## config.mk

```make
export PLATFORM = sky130hd
export DESIGN_NAME = exu_cal_arb
export DESIGN_NICKNAME = d
export VERILOG_FILES = /design/src/rtl/exu_cal_arb.sv
export SDC_FILE = /design/constraint.sdc
export NUM_CORES = 1
export LEC_CHECK = 0
export CAP_MARGIN = 20
export CORE_AREA = 2 2 110 112
export CTS_CLUSTER_SIZE = 28
export DETAILED_ROUTE_END_ITERATION = 8
export DIE_AREA = 0 0 112 114
export PLACE_DENSITY = 0.68
export SYNTH_ARGS = -nofsm -noshare
export SYNTH_HDL_FRONTEND = slang
export SYNTH_SLANG_ARGS = --single-unit
```

## constraint.sdc

```tcl
create_clock -name clk -period 6.79 [get_ports clk]
set_clock_uncertainty 0.15 [all_clocks]
set_input_delay 2.037 -clock clk [delete_from_list [all_inputs] [get_ports clk]]
set_output_delay 2.037 -clock clk [all_outputs]
set_load 0.02 [all_outputs]
```

## src/rtl/exu_cal_arb.sv

```systemverilog
// Arbiter/sequencer sharing one exu_cal unit among NREQ execute-stage requesters,
// with a one-entry result buffer. Define CIRNO_CAL_ARB_RR_EN for round-robin, else fixed priority.
`ifndef CIRNO_CAL_OPB_SIZE
`define CIRNO_CAL_OPB_SIZE 68
`endif

module exu_cal_arb #(
  parameter int NREQ  = 2,
  parameter int OPB_W = `CIRNO_CAL_OPB_SIZE
) (
  input  logic                    clk,
  input  logic                    rst,
  input  logic                    flush,
  input  logic [NREQ-1:0]         req_val,
  output logic [NREQ-1:0]         req_rdy,
  input  logic [NREQ*OPB_W-1:0]   req_opb,
  output logic [NREQ-1:0]         rsp_val,
  input  logic [NREQ-1:0]         rsp_rdy,
  output logic [31:0]             rsp_res,
  output logic                    hs_ex4cal_val,
  input  logic                    hs_cal4ex_rdy,
  output logic [OPB_W-1:0]        cal_opb,
  input  logic [31:0]             cal_res,
  output logic                    dbg_state_o
);

  localparam int IDW = (NREQ > 1) ? $clog2(NREQ) : 1;

  // Valid/ready: a requester's op is issued in the cycle req_val[i] & req_rdy[i];
  // its result is consumed in the cycle rsp_val[i] & rsp_rdy[i].
  typedef enum logic {
    S_IDLE = 1'b0,
    S_HOLD = 1'b1
  } state_e;

  state_e           state_q, state_d;
  logic [IDW-1:0]   hid_q, hid_d;
  logic [31:0]      res_q, res_d;
  logic [IDW-1:0]   ptr;
  logic             drain;
  logic             can_issue;
  logic             issue;
  logic [NREQ-1:0]  gnt_oh;
  logic [IDW-1:0]   gnt_id;
  logic             found;
  logic [IDW:0]     sum;
  logic [IDW-1:0]   idx;

`ifdef CIRNO_CAL_ARB_RR_EN
  logic [IDW-1:0] ptr_q, ptr_d;

  always_ff @(posedge clk or posedge rst) begin
    if (rst) ptr_q <= '0;
    else     ptr_q <= ptr_d;
  end

  always_comb begin
    ptr_d = ptr_q;
    if (issue) ptr_d = (gnt_id == IDW'(NREQ - 1)) ? '0 : gnt_id + 1'b1;
  end

  assign ptr = ptr_q;
`else
  assign ptr = '0;
`endif

  assign drain     = (state_q == S_HOLD) & rsp_rdy[hid_q];
  // Reset is folded in so the combinational outputs are quiet while rst is held.
  assign can_issue = ~rst & hs_cal4ex_rdy & ~flush & ((state_q == S_IDLE) | drain);

  // First pending requester at or above the pointer, wrapping modulo NREQ.
  always_comb begin
    gnt_oh = '0;
    gnt_id = '0;
    found  = 1'b0;
    sum    = '0;
    idx    = '0;
    for (int k = 0; k < NREQ; k++) begin
      sum = {1'b0, ptr} + (IDW+1)'(k);
      if (sum >= (IDW+1)'(NREQ)) sum = sum - (IDW+1)'(NREQ);
      idx = sum[IDW-1:0];
      if (!found && can_issue && req_val[idx]) begin
        found       = 1'b1;
        gnt_oh[idx] = 1'b1;
        gnt_id      = idx;
      end
    end
  end

  assign issue         = found;
  assign req_rdy       = gnt_oh;
  assign hs_ex4cal_val = issue;

  always_comb begin
    cal_opb = '0;
    for (int i = 0; i < NREQ; i++) begin
      if (gnt_oh[i]) cal_opb = req_opb[i*OPB_W +: OPB_W];
    end
  end

  always_comb begin
    rsp_val = '0;
    if (state_q == S_HOLD) rsp_val[hid_q] = 1'b1;
  end

  assign rsp_res     = res_q;
  assign dbg_state_o = state_q;

  // Flush wins over both a new issue and a drain of the held result.
  always_comb begin
    state_d = state_q;
    hid_d   = hid_q;
    res_d   = res_q;
    if (flush) begin
      state_d = S_IDLE;
    end else if (issue) begin
      state_d = S_HOLD;
      hid_d   = gnt_id;
      res_d   = cal_res;
    end else if (drain) begin
      state_d = S_IDLE;
    end
  end

  always_ff @(posedge clk or posedge rst) begin
    if (rst) begin
      state_q <= S_IDLE;
      hid_q   <= '0;
      res_q   <= '0;
    end else begin
      state_q <= state_d;
      hid_q   <= hid_d;
      res_q   <= res_d;
    end
  end

endmodule

```

==> impl_metrics.toml, run 1 <==
[critical_path]
worstPathRequired_ns = 4.60
crit_buf_inv = 3
cp_cell_sequence = "clkdlybuf4s50_1 > or3b_4 > a21o_2 > buf_4 > nor3_1 > clkdlybuf4s50_1"
cp-end-kind = "primary output"
crit_path_top_delay_cell = "clkdlybuf4s50_1"
crit_path_frequent_cell = "clkdlybuf4s50_1"
reg2reg_from = "hid_q"
reg2reg_setup_slack_ns = 4.79
worstPathMaxFanout = 14
r2r_cells = 4
cp-start-kind = "primary input"
worst_r2r_endpoint = "rsp_res[12]"
critical_path_class = "in2out"
cp.arrival_ns = 4.29
max_stage_delay_ns = 0.64
crit_family = "buffers and inverters"

[timing]
rsz0062_at_grt = "false"
slew_viol_final = 0
hold_violations = 0
tightest_slew_ns = 0.477
timing.slew.headroom_pct = 67.3
post-route-min-period_ns = 6.47
period_share_pct = 95.3
finalSetupViolations = 0
setup_ws_ns = 0.316
fin_setup_tns_ns = 0
clock.fmax_mhz = 154

[clock_tree]
path_clk_slew_ns = 0.05
post_cts_buffers = 0
clock_tree.buffer_depth = 2
worstSkewPairLatency_ns = 0.27
cts_root_buf = "clkbuf_16"
h-tree-depth = 2
hold_buffers = 0
clkSinkCount = 34
cts_resized = 0
cts-buffers-inserted = 5
cts_tree = "built"

[drt]
viasPerCell = 4.55
ant_nets = 0
drt_wl_total_um = 10700
via_count = 3017
drc = 0
drtIter0Drc = 113
wl_per_cell_um = 16.2
drtPass1Iterations = 4

[placement]
port_buffers = 281
gp_congestion = 0.756
dp_slack_ns = 0.303
hpwl_um = 8560

[final_layout]
final_nets = 692
antennaDiodeCount = 0
drive_above_1_share_pct = 10.3
area_growth_pct = 138
fillers = 1107

[die]
die_y_um = 114
core_mm2 = 0.0117
start_util_pct = 19.1
std_cell_rows = 40
io_pins = 282
die_w_um = 112
die_area_mm2 = 0.0128

[power_and_ir_drop]
ir_worst_vdd_mv = 0.134
power_frac_comb_pct = 45.1
swShare_pct = 30.0
clkPwrFrac_pct = 23.8
cellLeakagePower_uw = 0.00199
power.density_mw_per_mm2 = 165
p_sw_uw = 263
p_int_uw = 615
seqPwrFrac_pct = 31.1

[hold_path]
hold_class = "reg2reg"
holdPathStages = 1
hold_path_end = "rsp_res[31]"
min-delay-start = "rsp_res[31]"

[run]
maxCapViolCount = 0

[global_route]
grt_first_pass_wirelength_um = 16000
grt_max_degree = 58
grt_pass1_vias = 3041
grt_use_total_pct = 15.5
antenna_found_initial = 0
gr-total-overflow = 0

[synth]
synth_cell_types = 20
synth-seq-cells = 34
synthCells = 247
synth_area_mm2 = 0.00224
avgSynthCellArea_um2 = 9.07
yosysSeqAreaShare_pct = 38.0
synth_nets = 423
ys_warn_count = 0

[run_status]
status = "finished, final reports clean"
-- logic make-up after synthesis --
kind of cell           count (synthesis)  synth area share, %
and+or+nand+nor                       76                 13.5
AOI/OAI and AO/OA                     73                 25.1
DFF                                   34                 38.0
muxes                                 33                 16.5
buffers and inverters                 31                 6.93
-- worst max-delay path by stage --
stage / startpoint / end / cells after the start
after floorplan: req_val[0] / cal_opb[51] / 7
after global placement: flush / req_rdy[1] / 6
after detailed placement: flush / req_rdy[1] / 6
after CTS: flush / req_rdy[1] / 6
after global routing: flush / req_rdy[1] / 6
final: flush / req_rdy[1] / 6
-- layout make-up --
cell class / count / area, um2 / share of cell area [%]
Clock inverter: 2 / 10.0 / 0.188
Multi-Input combinational cell: 182 / 1240 / 23.3
Clock buffer: 5 / 125 / 2.35
Timing Repair Buffer: 290 / 2900 / 54.5
Inverter: 3 / 11.3 / 0.212
Sequential cell: 34 / 851 / 16.0
Tap cell: 147 / 184 / 3.46
-- state kept, by name (all words and copies together) (netlist names) --
name         count
hid_q            1
rsp_res         32
dbg_state_o      1
-- cells in the mapped netlist (all sizes together) --
cell type	n	area, um2
nor2	70	263
a22oi	68	510
dfrtp	34	851
mux2	32	360
buf	14	91.3
clkbuf	14	52.6
inv	3	11.3
a211oi	2	27.5
nor2b	2	12.5
a21o	1	8.76
and2	1	6.26
mux2i	1	10.0
nand2	1	3.75
nor3	1	5.00
o22a	1	8.76
o22ai	1	6.26
or3b	1	11.3
-- per-layer routing --
metal | up-vias | global-route usage (%) | wire length [um]
li1 | 1431 | - | -
met1 | 1419 | 18.7 | 4200
met2 | 152 | 26.9 | 5420
met3 | 15 | 6.00 | 966
met4 | 0 | 2.44 | 140
met5 | - | 0 | 0
-- stage by stage --
step / power (uW) / utilization [%] / instances / instance area (um2) / hold slack [ns]
finish: 879 / 45.4 / 663 / 5320 / 0.356
global placement: 669 / 44.3 / 656 / 5190 / 0.339
global route: 925 / 45.4 / 663 / 5320 / 0.361
detailed placement: 675 / 44.3 / 656 / 5190 / 0.345
floorplan: 436 / - / 247 / 2240 / 0.369
CTS: 891 / 45.4 / 663 / 5320 / 0.358
-- power groups by stage --
stage                     clock network, uW  registers, uW  logic [uW]
after floorplan                           0            330         107
after global placement                    0            274         395
after detailed placement                  0            277         398
after CTS                               217            275         400
after global routing                    225            280         420
final                                   209            273         396
-- cells in the final DEF, fill, tap and decap left out, drive strengths merged, types with 2 or more instances in the layout --
cell           Yosys  routed
nor2b              2       2
mux2              32      32
buf               14      10
inv                3       3
nor2              70      70
clkinv             0       2
a211oi             2       2
clkdlybuf4s50      0     280
clkbuf            14       5
dfrtp             34      34
a22oi             68      68
Power figures use the tool's default switching activity.
==> inputs of run 2 (changes only) <==
==> constraint.sdc (replaced) <==
create_clock -name clk -period 8.2 [get_ports clk]
set_clock_uncertainty 0.15 [all_clocks]
set_input_delay 2.46 -clock clk [delete_from_list [all_inputs] [get_ports clk]]
set_output_delay 2.46 -clock clk [all_outputs]
set_load 0.02 [all_outputs]
==> impl_metrics.toml, run 2 (synthesized netlist as in run 1, its figures left out) <==
[global_route]
gr-total-overflow = 0
grt_use_total_pct = 15.5
antenna_found_initial = 0
grt_pass1_vias = 3073
grt_max_degree = 72
grt_first_pass_wirelength_um = 16000

[final_layout]
final_cell_mix = "280 x clkdlybuf4s50_1, 70 x nor2_1, 68 x a22oi_1"
area_growth_pct = 138
antennaDiodeCount = 0
final_common_cell = "clkdlybuf4s50_1"
final_nets = 688
largest_reg_flops = 32
multi_input_area_mm2 = 0.00124
fillers = 1135
seqCellArea_um2 = 851
finalNonFillerCells = 659
drive_above_1_share_pct = 9.57

[clock_tree]
h-tree-depth = 2
cts-buffers-inserted = 5
path_clk_slew_ns = 0.05
worstSkewPairLatency_ns = 0.27
clock_tree.buffer_depth = 2
hold_buffers = 0
clkSinkCount = 34
cts_tree = "built"
post_cts_buffers = 0
cts_resized = 0
cts_root_buf = "clkbuf_16"

[placement]
gp_congestion = 0.771
place_inst = 652
hpwl_um = 8620
port_buffers = 281

[critical_path]
crit_path_top_delay_cell = "clkdlybuf4s50_1"
crit_buf_inv = 3
cp_cell_sequence = "clkdlybuf4s50_1 > or3b_4 > a21o_2 > buf_12 > nor2_1 > clkdlybuf4s50_1"
cp-start-kind = "primary input"
r2r_cells = 4
cp.arrival_ns = 4.79
crit_path_frequent_cell = "clkdlybuf4s50_1"
worstPathRequired_ns = 5.59
cp-end-kind = "primary output"
max_stage_delay_ns = 0.62
crit_family = "buffers and inverters"
worstPathMaxFanout = 50
worst-path-stages = 6
critical_path_class = "in2out"

[drt]
drc = 0
drt_wl_total_um = 10900
via_count = 3042
ant_nets = 0
drtPass1Iterations = 4
drtIter0Drc = 205
wl_per_cell_um = 16.6
viasPerCell = 4.62

[timing]
post-route-min-period_ns = 7.40
fin_hold_ws_ns = 0.356
slew_viol_final = 0
hold_violations = 0
timing.slew.headroom_pct = 50.9
fin_setup_tns_ns = 0
rsz0062_at_grt = "false"
tightest_slew_ns = 0.736
period_share_pct = 90.2
finalSetupViolations = 0
clock.fmax_mhz = 135

[die]
die_w_um = 112
start_util_pct = 19.1
die_area_mm2 = 0.0128
std_cell_rows = 40
die_y_um = 114
io_pins = 282
core_mm2 = 0.0117

[power_and_ir_drop]
power.density_mw_per_mm2 = 144
ir_worst_vdd_mv = 0.122
cellLeakagePower_uw = 0.00199

[hold_path]
hold_class = "reg2reg"
holdPathStages = 1

[run_status]
status = "finished, final reports clean"

[run]
maxCapViolCount = 0
## run 2: through the flow
stage | power [uW] | utilization [%] | setup slack, ns | instance area (um2)
global route | 804 | 45.5 | 0.681 | 5330
CTS | 778 | 45.5 | 0.778 | 5330
global placement | 552 | 44.0 | 0.793 | 5160
finish | 768 | 45.5 | 0.804 | 5330
detailed placement | 558 | 44.0 | 0.794 | 5160
floorplan | 361 | - | 1.86 | 2240
## run 2: final cells by class
class / instances / share of cell area [%]
timing repair buffer: 286 / 53.9
multi-input combinational: 182 / 23.3
sequential: 34 / 16.0
tap: 147 / 3.45
clock buffer: 6 / 2.61
clock inverter: 1 / 0.564
inverter: 3 / 0.211
## run 2: metal layers
layer	routed length, um	vias to the layer above	track usage, %
met5	0	-	0
met1	4170	1455	18.1
met3	1080	9	6.16
met2	5610	150	27.5
li1	-	1428	-
met4	77	0	2.44
## run 2: power by group
| group | leakage, uW | internal, uW | switching (uW) |
|---|---|---|---|
| sequential | 0.000406 | 206 | 20.4 |
| combinational | 0.00150 | 193 | 134 |
| clock | 0.0000829 | 150 | 64.4 |
## run 2: path summary, 6_finish.rpt
path	start	end	slack (ns)
worst min register to register	rsp_res[8]	rsp_res[8]	0.36
worst min-delay path	rsp_res[8]	rsp_res[8]	0.36
worst max-delay path	flush	cal_opb[66]	0.80
min in group asynchronous	rst	dbg_state_o	2.32
max in group asynchronous	rst	rsp_res[2]	4.93
worst max register to register	hid_q	dbg_state_o	6.13
